`config.mk`:
```
export PLATFORM = sky130hd
export DESIGN_NAME = fetch_unit
export DESIGN_NICKNAME = d
export VERILOG_FILES = /design/src/rtl/fetch_unit.sv
export SDC_FILE = /design/constraint.sdc
export NUM_CORES = 1
export LEC_CHECK = 0
export CORE_MARGIN = 10
export CORE_UTILIZATION = 45
export CTS_CLUSTER_SIZE = 30
export DETAILED_ROUTE_END_ITERATION = 8
export PLACE_DENSITY = 0.71
export SLEW_MARGIN = 15
export SYNTH_ARGS = -nofsm -noshare
export SYNTH_HDL_FRONTEND = slang
export SYNTH_SLANG_ARGS = --single-unit
```
`constraint.sdc`:
```
create_clock -name clk_i -period 8.25 [get_ports clk_i]
set_clock_uncertainty 0.2 [all_clocks]
set_input_delay 2.0625 -clock clk_i [delete_from_list [all_inputs] [get_ports clk_i]]
set_output_delay 2.0625 -clock clk_i [all_outputs]
set_load 0.01 [all_outputs]
```
`src/rtl/fetch_unit.sv`:
```
// Instruction fetch stage: steers the fetch PC, issues pipelined imem requests,
// buffers in-order responses in a small FIFO and drives the IF/ID register.
// Wrong-path responses still in flight at a redirect are counted and dropped.
module fetch_unit #(
  parameter logic [31:0] BOOT_ADDR  = 32'h0000_0000,
  parameter int unsigned FIFO_DEPTH = 2
) (
  input  logic        clk_i,
  input  logic        rstn_i,
  input  logic        new_pc_en_i,
  input  logic [1:0]  pc_sel_i,
  input  logic [31:0] jump_target_i,
  input  logic [31:0] csr_mepc_i,
  input  logic [31:0] csr_mtvec_i,
  input  logic        if_id_stall_i,
  input  logic        if_id_flush_i,
  output logic        imem_req_o,
  output logic [31:0] imem_addr_o,
  input  logic        imem_gnt_i,
  input  logic        imem_rvalid_i,
  input  logic [31:0] imem_rdata_i,
  output logic [31:0] if_id_instr_o,
  output logic [31:0] if_id_pc_o,
  output logic        instr_valid_o
);

  localparam int unsigned PTR_W = $clog2(FIFO_DEPTH);
  localparam int unsigned CNT_W = PTR_W + 1;
  localparam logic [CNT_W:0]   CREDITS = (CNT_W + 1)'(FIFO_DEPTH);
  localparam logic [CNT_W-1:0] FULL_CNT = CNT_W'(FIFO_DEPTH);
  localparam logic [31:0]      NOP = 32'h0000_0013;

  typedef enum logic [1:0] {
    PC_JUMP = 2'd0,
    PC_MEPC = 2'd1,
    PC_EXC  = 2'd2,
    PC_RSVD = 2'd3
  } pc_sel_e;

  logic [31:0]      fetch_pc_q, fetch_pc_d;
  logic [31:0]      resp_pc_q, resp_pc_d;
  logic [CNT_W-1:0] outst_q, outst_d;
  logic [CNT_W-1:0] discard_q, discard_d;
  logic [CNT_W-1:0] fifo_cnt_q, fifo_cnt_d;
  logic [PTR_W-1:0] rd_ptr_q, rd_ptr_d;
  logic [PTR_W-1:0] wr_ptr_q, wr_ptr_d;
  logic [31:0]      fifo_instr_q [FIFO_DEPTH];
  logic [31:0]      fifo_pc_q    [FIFO_DEPTH];
  logic [31:0]      instr_q, instr_d;
  logic [31:0]      pc_q, pc_d;
  logic             valid_q, valid_d;

  logic [31:0]  target_raw, target;
  logic [CNT_W:0] in_use;
  logic grant, drop, accept, advance, fifo_empty, pop, bypass, push;

  // Redirect target selection; the low two bits are always cleared.
  always_comb begin
    // NOTE: every combinational output gets a default first so no path can
    // leave it unassigned and infer a latch.
    target_raw = jump_target_i;
    unique case (pc_sel_e'(pc_sel_i))
      PC_MEPC: target_raw = csr_mepc_i;
      PC_EXC:  target_raw = csr_mtvec_i;
      default: target_raw = jump_target_i;
    endcase
    target = target_raw & ~32'h3;
  end

  // Credit rule: outstanding plus buffered fetches never exceed FIFO_DEPTH,
  // so every response always has a place to land.
  assign in_use      = {1'b0, outst_q} + {1'b0, fifo_cnt_q};
  assign imem_req_o  = rstn_i && !new_pc_en_i && (in_use < CREDITS);
  assign imem_addr_o = fetch_pc_q;

  assign grant      = imem_req_o && imem_gnt_i;
  assign drop       = imem_rvalid_i && (new_pc_en_i || (discard_q != '0));
  assign accept     = imem_rvalid_i && !drop;
  assign advance    = !new_pc_en_i && !if_id_flush_i && !if_id_stall_i;
  assign fifo_empty = (fifo_cnt_q == '0);
  assign pop        = advance && !fifo_empty;
  // An empty FIFO lets an accepted response flow straight into IF/ID.
  assign bypass     = advance && fifo_empty && accept;
  assign push       = accept && !bypass;

  // Next-state for PC tracking, credit counters, FIFO pointers and IF/ID.
  always_comb begin
    fetch_pc_d = fetch_pc_q;
    resp_pc_d  = resp_pc_q;
    outst_d    = outst_q + CNT_W'(grant) - CNT_W'(imem_rvalid_i);
    discard_d  = discard_q;
    rd_ptr_d   = rd_ptr_q;
    wr_ptr_d   = wr_ptr_q;
    fifo_cnt_d = fifo_cnt_q + CNT_W'(push) - CNT_W'(pop);
    instr_d    = instr_q;
    pc_d       = pc_q;
    valid_d    = valid_q;

    if (grant)  fetch_pc_d = fetch_pc_q + 32'd4;
    if (accept) resp_pc_d  = resp_pc_q + 32'd4;
    if (imem_rvalid_i && (discard_q != '0)) discard_d = discard_q - 1'b1;
    if (pop)    rd_ptr_d = rd_ptr_q + 1'b1;
    if (push)   wr_ptr_d = wr_ptr_q + 1'b1;

    if (pop) begin
      instr_d = fifo_instr_q[rd_ptr_q];
      pc_d    = fifo_pc_q[rd_ptr_q];
      valid_d = 1'b1;
    end else if (bypass) begin
      instr_d = imem_rdata_i;
      pc_d    = resp_pc_q;
      valid_d = 1'b1;
    end else if (!if_id_stall_i || if_id_flush_i || new_pc_en_i) begin
      instr_d = NOP;
      valid_d = 1'b0;
    end

    // Redirect: restart both PCs, empty the buffer and squash what is in flight.
    if (new_pc_en_i) begin
      fetch_pc_d = target;
      resp_pc_d  = target;
      rd_ptr_d   = '0;
      wr_ptr_d   = '0;
      fifo_cnt_d = '0;
      discard_d  = outst_q - CNT_W'(imem_rvalid_i);
    end
  end

  // Control and IF/ID state registers.
  always_ff @(posedge clk_i or negedge rstn_i) begin
    // NOTE: sequential state uses non-blocking assignments so every register
    // samples the pre-edge values regardless of statement order.
    if (!rstn_i) begin
      fetch_pc_q <= BOOT_ADDR;
      resp_pc_q  <= BOOT_ADDR;
      outst_q    <= '0;
      discard_q  <= '0;
      fifo_cnt_q <= '0;
      rd_ptr_q   <= '0;
      wr_ptr_q   <= '0;
      instr_q    <= NOP;
      pc_q       <= '0;
      valid_q    <= 1'b0;
    end else begin
      fetch_pc_q <= fetch_pc_d;
      resp_pc_q  <= resp_pc_d;
      outst_q    <= outst_d;
      discard_q  <= discard_d;
      fifo_cnt_q <= fifo_cnt_d;
      rd_ptr_q   <= rd_ptr_d;
      wr_ptr_q   <= wr_ptr_d;
      instr_q    <= instr_d;
      pc_q       <= pc_d;
      valid_q    <= valid_d;
    end
  end

  // Response buffer storage.
  // NOTE: the data array has no reset; occupancy is tracked by the reset
  // counters, so stale entries are never read.
  always_ff @(posedge clk_i) begin
    if (push) begin
      fifo_instr_q[wr_ptr_q] <= imem_rdata_i;
      fifo_pc_q[wr_ptr_q]    <= resp_pc_q;
    end
  end

  assign if_id_instr_o = instr_q;
  assign if_id_pc_o    = pc_q;
  assign instr_valid_o = valid_q;

  a_no_overflow: assert property (@(posedge clk_i) disable iff (!rstn_i)
    !(push && (fifo_cnt_q == FULL_CNT) && !pop));

endmodule

```
### Word level (Yosys, flattened, before mapping)

Memories as Yosys holds them, arrays and structs flattened.
Index checks and enable logic that the tools add are counted.

| cells by class | value |
|---|---|
| add/subtract/negate cells | 11 |
| multipliers | 0 |
| div/mod/pow operators | 0 |
| order comparisons | 1 |
| equal/unequal tests | 2 |
| shifts and indexed selects | 0 |
| mux-type cells | 22 |
| bitwise logic cells | 0 |
| reduce and logical (&&, ||, !) cells | 30 |

Operators by type and width:

| kind | number |
|---|---|
| 32-bit two-way mux | 9 |
| 32-bit by 3-bit adder with 32-bit output, second input constant | 2 |
| 32-bit case mux with 2 select lines | 1 |
| 2-bit nonzero test | 7 |
| 1-bit logical AND | 12 |
| 1-bit two-way mux | 9 |
| 1-bit logical NOT | 6 |
| 2-bit two-way mux | 3 |
| 2-bit by 1-bit subtractor with 2-bit output | 3 |
| 2-bit by 1-bit adder with 2-bit output | 2 |
| 2-bit by 2-bit adder with 3-bit output | 1 |
| 1-bit logical OR | 3 |
| 3-bit by 2-bit less-than comparator with 1-bit output, second input constant | 1 |
| 3-bit nonzero test | 1 |
| 1-bit adder, second input constant | 2 |
| 2-bit by 1-bit equality test with 1-bit output, second input constant | 1 |
| 2-bit equality test, second input constant | 1 |
| 2-bit logical NOT | 1 |
| 2-bit by 1-bit subtractor with 2-bit output, second input constant | 1 |

| storage, ports and cells | value |
|---|---|
| bits in registers | 137 |
| bits in latches | 0 |
| RAM bits | 128 |
| ROM bits | 0 |
| bits of input ports | 137 |
| output and inout port bits | 98 |
| memories | 2 |

Memories:

| name | words | width | read ports | clocked after Yosys merged registers in | wr ports | line | RTL |
|---|---|---|---|---|---|---|---|
| fifo_instr_q | 2 | 32 | 1 | 0 | 1 | 47 | `logic [31:0] fifo_instr_q [FIFO_DEPTH];` |
| fifo_pc_q | 2 | 32 | 1 | 0 | 1 | 48 | `logic [31:0] fifo_pc_q [FIFO_DEPTH];` |

### Depth between registers and ports, before layout

| depth | value |
|---|---|
| depth after elaboration | 11 |
| gate-level depth with buffers | 11 |
| gate-level depth less buffers | 10 |

### Worst setup path before layout

OpenSTA, ideal clock, no wires.

| path | value |
|---|---|
| path kind | input -> register |
| start | input port new_pc_en_i |
| end | memory fifo_instr_q[0][0] (enable) |
| setup time | 0.482 ns |
| arrival time | 5.431 ns |
| slack | 2.137 ns |
| stages | 5 |
| cells stage by stage | clkbuf_1 > clkbuf_1 > nor3_1 > inv_1 > nor2_1 |

| on the way | value |
|---|---|
| longest elaborated chain between the ends | 9 |
| elaborated cells on any way between the ends | 13 |
| those cells by class | mux (2); reduce/logical (11) |

Ends and longest elaborated chain:

| element | line | RTL |
|---|---|---|
| from (decl) | 10 | `input logic new_pc_en_i,` |
| 1-bit logical NOT / 1-bit logical OR (equally long branches) | 79, 77 |  |
| 1-bit logical AND (on tied branches) | 79, 77 |  |
| 1-bit logical AND / 1-bit logical NOT (equally long branches) | 79, 78 |  |
| 1-bit logical AND (on tied branches) | 83, 78 |  |
| 1-bit logical AND | 83 | `assign bypass = advance && fifo_empty && accept;` |
| 1-bit logical NOT | 84 | `assign push = accept && !bypass;` |
| 1-bit logical AND (*) | 84 |  |
| 1-bit two-way mux (*) | 162 | `if (push) begin` |
| 1-bit two-way mux (not written as such) (*) | 163 | `fifo_instr_q[wr_ptr_q] <= imem_rdata_i;` |
| to (decl) | 47 |  |

Mark *: on every way between the ends. The rest lies on a longest branch, timed or not.

### Worst setup path after layout

| path | value |
|---|---|
| start | input port rstn_i |
| end | output port imem_req_o |

| on the way | value |
|---|---|
| longest elaborated chain between the ends | 2 |

Ends and longest elaborated chain:

| element | line | RTL |
|---|---|---|
| from (decl) | 9 | `input logic rstn_i,` |
| 1-bit logical AND (2 in series) | 73 | `assign imem_req_o = rstn_i && !new_pc_en_i && (in_use < CREDITS);` |
| to (decl) | 17 | `output logic imem_req_o,` |

Every way passes these cells.

==> results.txt <==
# diodes = 0
H-Tree Depth = 1
maximum VDD drop = 0.138 mV
register area share after synthesis = 0.592
crit start category = primary input
largest cells by area after synthesis = sky130_fd_sc_hd__edfxtp_1, sky130_fd_sc_hd__dfrtp_1, sky130_fd_sc_hd__a211oi_1
PortBufs = 224
Largest stage delay, worst path = 0.67 ns
Worst Min Path Start = if_id_instr_o[1]
cell area after placement = 14300 sq um
Fillers = 2197
number of enable flip-flop cells after synthesis = 124
Worst Setup End Kind = output pin
worst endpoint data arrival time = 3.74 ns
cell area after layout = 15200 sq um
count of hold buffers inserted by post-cts repair = 0
most used flip-flop cell after synthesis = sky130_fd_sc_hd__dfrtp_1
leftover overflow at the end of global routing = 0
register bit count reported by yosys = 255
period utilisation layout = 0.728
Synth Warn # = 0
top achievable clock speed = 0.167 GHz
setup repair after global routing missed its margin = no
global placement routability congestion = 0.863
Worst path depth = 3
floorplan die height = 182 um
clk slew on worst S/H paths = 0.06 ns
number of global-route vias before repair = 9319
count of buffer and inverter cells on the critical path = 2
end point of the worst hold path = if_id_instr_o[1]
final hold violations = 0
global-route wire length before repair = 50900 um
cells traversed along the worst timing path = buf_6 > nor4b_1 > clkdlybuf4s50_1
Final Util = 0.584
Resize count post-CTS = 0
clk_lat worst skew = 0.52 ns
worst flop-to-flop path endpoint = fifo_instr_q[0][11]
Hold Path Stages = 2
number of max-slew violations in the final report = 0
Gate Count Post-Synth = 1048
routed via count = 9307
CORE AREA = 26000 sq um
number of buffers inserted during clock tree synthesis = 27
Slew HR = 0.241
TritonRoute pass-1 iters = 5
run status = complete, no violations
die outline area = 33200 sq um
layout cell share with drive strength beyond 1 = 0.0829
final sum of negative setup slack = 0 ns
overall routing resource usage = 0.186
top-level I/O count = 235
master cell of the clock root buffer = sky130_fd_sc_hd__clkbuf_16
logic depth of the worst register-to-register path = 7
path type of the worst setup path = primary input to output pin
setup violators final = 0
cell with the largest stage delay on the worst path = sky130_fd_sc_hd__clkdlybuf4s50_1
clock sink total = 255
buffer levels on the longest clock path = 3
Yosys top cell by area = sky130_fd_sc_hd__edfxtp_1
Least-Margin Pin Slew = 1.13 ns
Post-CTS Setup Repair Bufs = 0
async set-or-reset flop fraction in the synthesized netlist = 0.514
category of cells accounting for the largest share of critical-path delay = buffers and inverters
starting utilization of the core area = 0.455
ratio of routed vias to standard cells = 5.85
number of DRC violations after detailed routing = 0
row count = 59
DPL Wire Length = 22500 um
Final Net Count = 1383
Min Clock Period, post-route = 6.00 ns
starting DRC count in detailed routing = 713
horizontal extent of the die = 182 um
required time of the critical path = 5.99 ns
number of maximum-capacitance violations = 0
number of unique standard cell types used by synthesis = 60
TritonCTS clock tree = built
setup slack of the worst register-to-register path = 4.86 ns
DR WL/cell = 20.3 um
leakage power of the design = 0.00545 uW
Critical R2R Launch = discard_q[0]
maximum number of pins on one net before global-route repair = 94
initial antenna violation count = 1
post-synthesis cell area = 11800 sq um
Post-DRT Antenna Nets = 0
maximum fanout encountered on the critical timing path = 85
post-synthesis area per instance = 11.3 sq um
class of the tightest hold or removal check = register to register
area growth from synthesis to layout = 28.4%
top-area cell type share of the netlist area = 0.315
total wire length = 32300 um
Cell Pwr Density = 238 nW/um^2
[metrics by stage]
| stage | power (uW) | worst slack (ns) | hold WS [ns] | cells |
|---|---|---|---|---|
| 2_1_floorplan | 1990 | 2.14 | 0.237 | 1051 |
| 4_1_cts | 3650 | 2.18 | 0.327 | 1590 |
| 3_3_place_gp | 2400 | 2.19 | 0.307 | 1541 |
| 5_1_grt | 3780 | 2.10 | 0.348 | 1590 |
| 6_report | 3620 | 2.25 | 0.326 | 1590 |
| 3_5_place_dp | 2420 | 2.19 | 0.314 | 1541 |
[area by class of cell]
cell class / instances / area [sq um] / share of cell area
Multi-Input combinational cell: 700 / 4470 / 0.294
Clock inverter: 14 / 155 / 0.0102
Sequential cell: 255 / 7010 / 0.462
Clock buffer: 35 / 756 / 0.0498
Inverter: 16 / 60.1 / 0.00395
Timing Repair Buffer: 235 / 2320 / 0.153
Tap cell: 335 / 419 / 0.0276
[routing by layer]
metal	up-vias	track usage	wire length, um
met3	40	0.0578	3060
met4	2	0.0465	599
li1	4381	-	-
met5	-	0	13
met2	397	0.291	14700
met1	4487	0.248	13900
[report_power, final]
| group | switching (uW) | internal (uW) | leakage, uW | total (uW) |
|---|---|---|---|---|
| logic | 361 | 381 | 0.00225 | 742 |
| clock network | 483 | 740 | 0.000455 | 1220 |
| registers | 144 | 1510 | 0.00275 | 1650 |
[placed cells by master (no fill, tap or decap), types with 14 or more instances in the layout]
master,n
sky130_fd_sc_hd__edfxtp_1,124
sky130_fd_sc_hd__nand3_1,31
sky130_fd_sc_hd__dfrtp_1,127
sky130_fd_sc_hd__or4_1,16
sky130_fd_sc_hd__clkbuf_16,27
sky130_fd_sc_hd__inv_1,14
sky130_fd_sc_hd__clkdlybuf4s50_1,222
sky130_fd_sc_hd__a22oi_1,56
sky130_fd_sc_hd__nor4_1,20
sky130_fd_sc_hd__mux2_2,29
sky130_fd_sc_hd__nand2_1,102
sky130_fd_sc_hd__xnor2_1,19
sky130_fd_sc_hd__nand4_1,18
sky130_fd_sc_hd__a31oi_1,45
sky130_fd_sc_hd__nor3_1,27
sky130_fd_sc_hd__nor2_1,61
sky130_fd_sc_hd__a21oi_1,55
sky130_fd_sc_hd__o31a_1,16
sky130_fd_sc_hd__nor2b_1,31
sky130_fd_sc_hd__a211oi_1,56
[worst max path at each step]
stage,start,endpoint,slack [ns]
after CTS,rstn_i,imem_req_o,2.18
after detailed placement,rstn_i,imem_req_o,2.19
final,rstn_i,imem_req_o,2.25
after floorplan,new_pc_en_i,fifo_instr_q[0][0],2.14
after global placement,rstn_i,imem_req_o,2.19
after global routing,rstn_i,imem_req_o,2.10
[flip-flops by register name, summed over array words and instances (netlist names)]
name	cells
fifo_instr_q	64
fifo_pc_q	60
if_id_instr_o	32
if_id_pc_o	30
imem_addr_o	30
resp_pc_q	30
discard_q	2
fifo_cnt_q	2
outst_q	2
instr_valid_o	1
rd_ptr_q	1
wr_ptr_q	1
[worst register-to-register path, cell delays in order, from the launching register on]
cell                      delay (ns)
sky130_fd_sc_hd__dfrtp_1        0.39
sky130_fd_sc_hd__inv_1          0.06
sky130_fd_sc_hd__ha_1           0.27
sky130_fd_sc_hd__nand2_1        0.34
sky130_fd_sc_hd__nor3_1         0.40
sky130_fd_sc_hd__inv_1          0.15
sky130_fd_sc_hd__nor2_4         0.61
sky130_fd_sc_hd__buf_4          0.60
[kinds of logic after synthesis]
group | count (synthesis) | synth area share
flops | 255 | 0.592
mux | 32 | 0.0302
xor+xnor | 27 | 0.0200
other cells | 1 | 0.000317
fa+ha+maj | 11 | 0.0123
buf+inv | 96 | 0.0328
simple gates | 344 | 0.147
compound gates | 282 | 0.165
[cells in the mapped netlist, types with 4 or more instances]
cell	number
sky130_fd_sc_hd__nor2_1	62
sky130_fd_sc_hd__nor3_1	27
sky130_fd_sc_hd__a31oi_1	45
sky130_fd_sc_hd__nand2b_1	5
sky130_fd_sc_hd__o31ai_1	13
sky130_fd_sc_hd__clkbuf_1	63
sky130_fd_sc_hd__and4_1	9
sky130_fd_sc_hd__o211ai_1	11
sky130_fd_sc_hd__xor2_1	8
sky130_fd_sc_hd__a21oi_1	55
sky130_fd_sc_hd__nor4_1	20
sky130_fd_sc_hd__inv_1	15
sky130_fd_sc_hd__o21ai_0	5
sky130_fd_sc_hd__o31a_1	16
sky130_fd_sc_hd__xnor2_1	19
sky130_fd_sc_hd__nand3_1	31
sky130_fd_sc_hd__buf_1	8
sky130_fd_sc_hd__buf_4	4
sky130_fd_sc_hd__or3_1	6
sky130_fd_sc_hd__mux2_2	29
sky130_fd_sc_hd__nand2_1	103
sky130_fd_sc_hd__a22oi_1	56
sky130_fd_sc_hd__nor2b_1	31
sky130_fd_sc_hd__ha_1	10
sky130_fd_sc_hd__a221o_1	4
sky130_fd_sc_hd__nand4_1	18
sky130_fd_sc_hd__dfrtp_1	128
sky130_fd_sc_hd__or4_1	16
sky130_fd_sc_hd__edfxtp_1	124
sky130_fd_sc_hd__a211oi_1	56
Power figures use the tool's default switching activity.
==> edit, RTL diff (same flow settings) <==
Make the reset (`rstn_i`) synchronous in one clocked block.
--- a/src/rtl/fetch_unit.sv
+++ b/src/rtl/fetch_unit.sv
@@ -127,7 +127,7 @@
   end
 
   // Control and IF/ID state registers.
-  always_ff @(posedge clk_i or negedge rstn_i) begin
+  always_ff @(posedge clk_i) begin
     // NOTE: sequential state uses non-blocking assignments so every register
     // samples the pre-edge values regardless of statement order.
     if (!rstn_i) begin
Function: differs if rstn_i is asserted again (counterexample within 4 cycles, from zero or initial values and one cycle with rstn_i low); with rstn_i held inactive, the same outputs for 4 cycles.
==> edit against the original RTL <==
Synthesized area down 3.4%. Final cell count up 0.75%. Non-clock buffer count up 4. Core utilization up 0.51 points. Global-route usage up 0.89 points. Register-to-register slack better by 320 ps. Design area down 2.5%. Sequential cell count up 1. Wire length up 2.3%. Count of clock-buffer cells in the layout down 5. Worst setup slack worse by 280 ps. Highest routed layer is now met4.
Power is not compared: it rests on default switching activity, and its combinational part moved more than twofold at a synthesized area within 25%.
==> edit: results (changes against the original RTL) <==
| Metric | Value |
|---|---|
| Status | `finished clean (unchanged)` |
| Synth Flop Type | `dfxtp_1 (was dfrtp_1)` |
| Detailed-route via count | `9459 (was 9307)` |
| Clock root cell | `clkbuf_16 (unchanged)` |
| Synth area leaders | `edfxtp_1 (33%), dfxtp_1 (23%), nand2_1 (4.0%), a211oi_1 (3.3%), mux2_2 (3.0%) (was edfxtp_1 (31%), dfrtp_1 (27%), a211oi_1 (3.6%), a22oi_1 (3.6%), nand2_1 (3.3%))` |
| First-pass GRT wire length | `50490 µm (was 50920 µm)` |
| GR Util All Layers | `0.1953 (was 0.1865)` |
| Later-pin clock latency in the skew report | `520 ps (about the same)` |
| RePlAce Congestion | `0.9164 (was 0.8630)` |
| CTS resizes | `0 (unchanged)` |
| # fillers | `2142 (was 2197)` |
| Share of cells above drive strength 1 | `0.08255 (was 0.08287)` |
| Asr flop ratio synth | `0 (was 0.5137)` |
| DRT Wirelength | `33010 µm (was 32260 µm)` |
| PortBufs | `224 (unchanged)` |
| Seq/Total Area, Yosys | `0.5576 (was 0.5924)` |
| Final hold viol count | `0 (unchanged)` |
| Unique cell type count in the Yosys netlist | `67 (was 60)` |
| Final HPWL DP | `22320 µm (was 22520 µm)` |
| Worst slew pin tran | `961.5 ps (was 1128 ps)` |
| Vias in the first global route | `9203 (was 9319)` |
| Commonest cells post-synth | `dfxtp_1 (132), edfxtp_1 (124), nand2_1 (122), clkbuf_1 (67), nor2_1 (56) (was dfrtp_1 (128), edfxtp_1 (124), nand2_1 (103), clkbuf_1 (63), nor2_1 (62))` |
| Worst Path Max Fanout | `11 (was 85)` |
| 1st-pass router iterations | `6 (was 5)` |
| Initial antenna violation count | `0 (was 1)` |
| Crit path arrival time | `4020 ps (was 3740 ps)` |
| Nets@finish | `1400 (was 1383)` |
| Biggest register | `fifo_instr_q (unchanged)` |
| DR iter-0 viols | `735 (was 713)` |
| Number of buffers created by CTS | `27 (unchanged)` |
| Hold Crit Class | `flip-flop to flip-flop (unchanged)` |
| Largest net degree at the start of global routing | `66 (was 94)` |
==> edit: path summary, 6_finish.rpt <==
| kind | from | to | slack, ps | cells past startpoint |
|---|---|---|---|---|
| max reg2reg | discard_q[0] | fifo_pc_q[0][14] | 5180 | 7 |
| min | if_id_pc_o[12] | if_id_pc_o[12] | 290 | 2 |
| min reg2reg | if_id_pc_o[12] | if_id_pc_o[12] | 290 | 2 |
| max | rstn_i | imem_req_o | 1960 | 4 |
==> edit: cell type report <==
type	count	area share
Sequential cell	256	0.4303
Multi-Input combinational cell	711	0.3150
Timing Repair Buffer	239	0.1587
Clock buffer	30	0.04708
Tap cell	330	0.02789
Clock inverter	19	0.01665
Inverter	17	0.004311
==> edit: cells by family (layout without fill, tap and decap cells) <==
kind of cell | after synthesis | count (layout) | share of synthesized area
muxes | 30 | 30 | 0.02959
DFF | 256 | 256 | 0.5576
and+or+nand+nor | 365 | 365 | 0.1670
xor gates and xnor gates | 24 | 24 | 0.01841
AOI/OAI and AO/OA | 277 | 277 | 0.1785
other | 1 | 4 | 0.0003285
adders and majority gates | 11 | 11 | 0.01271
buffers and inverters | 102 | 305 | 0.03584
==> edit: critical path: stages <==
cell and delay [ps]:
clkdlybuf4s50_1 490, nand2b_1 340, nor3_1 470, clkdlybuf4s50_1 650
==> edit: metal layers <==
| layer | part of all wire | global-route usage | vias up | wire length (µm) |
|---|---|---|---|---|
| met5 | 0 | 0 | - | 0 |
| met4 | 0.018 | 0.04886 | 0 | 583 |
| met3 | 0.097 | 0.05644 | 41 | 3206 |
| met2 | 0.45 | 0.3155 | 392 | 14870 |
| met1 | 0.43 | 0.2522 | 4545 | 14350 |
| li1 | - | - | 4481 | - |
==> edit: stage by stage <==
stage	cell area, µm²	setup slack [ps]	power (mW)	std cells
final	14800	1963	3.014	1602
after global routing	14800	1904	3.123	1602
after CTS	14800	1901	3.037	1602
after detailed placement	13860	1916	1.758	1553
after global placement	13860	1946	1.751	1553
after floorplan	11430	2342	1.599	1069
==> edit: power breakdown <==
| group | internal, mW | leakage (nW) | switching [mW] |
|---|---|---|---|
| sequential | 1.38 | 2.22 | 0.0478 |
| combinational | 0.149 | 2.21 | 0.154 |
| clock | 0.793 | 0.457 | 0.487 |
| total | 2.32 | 4.89 | 0.689 |
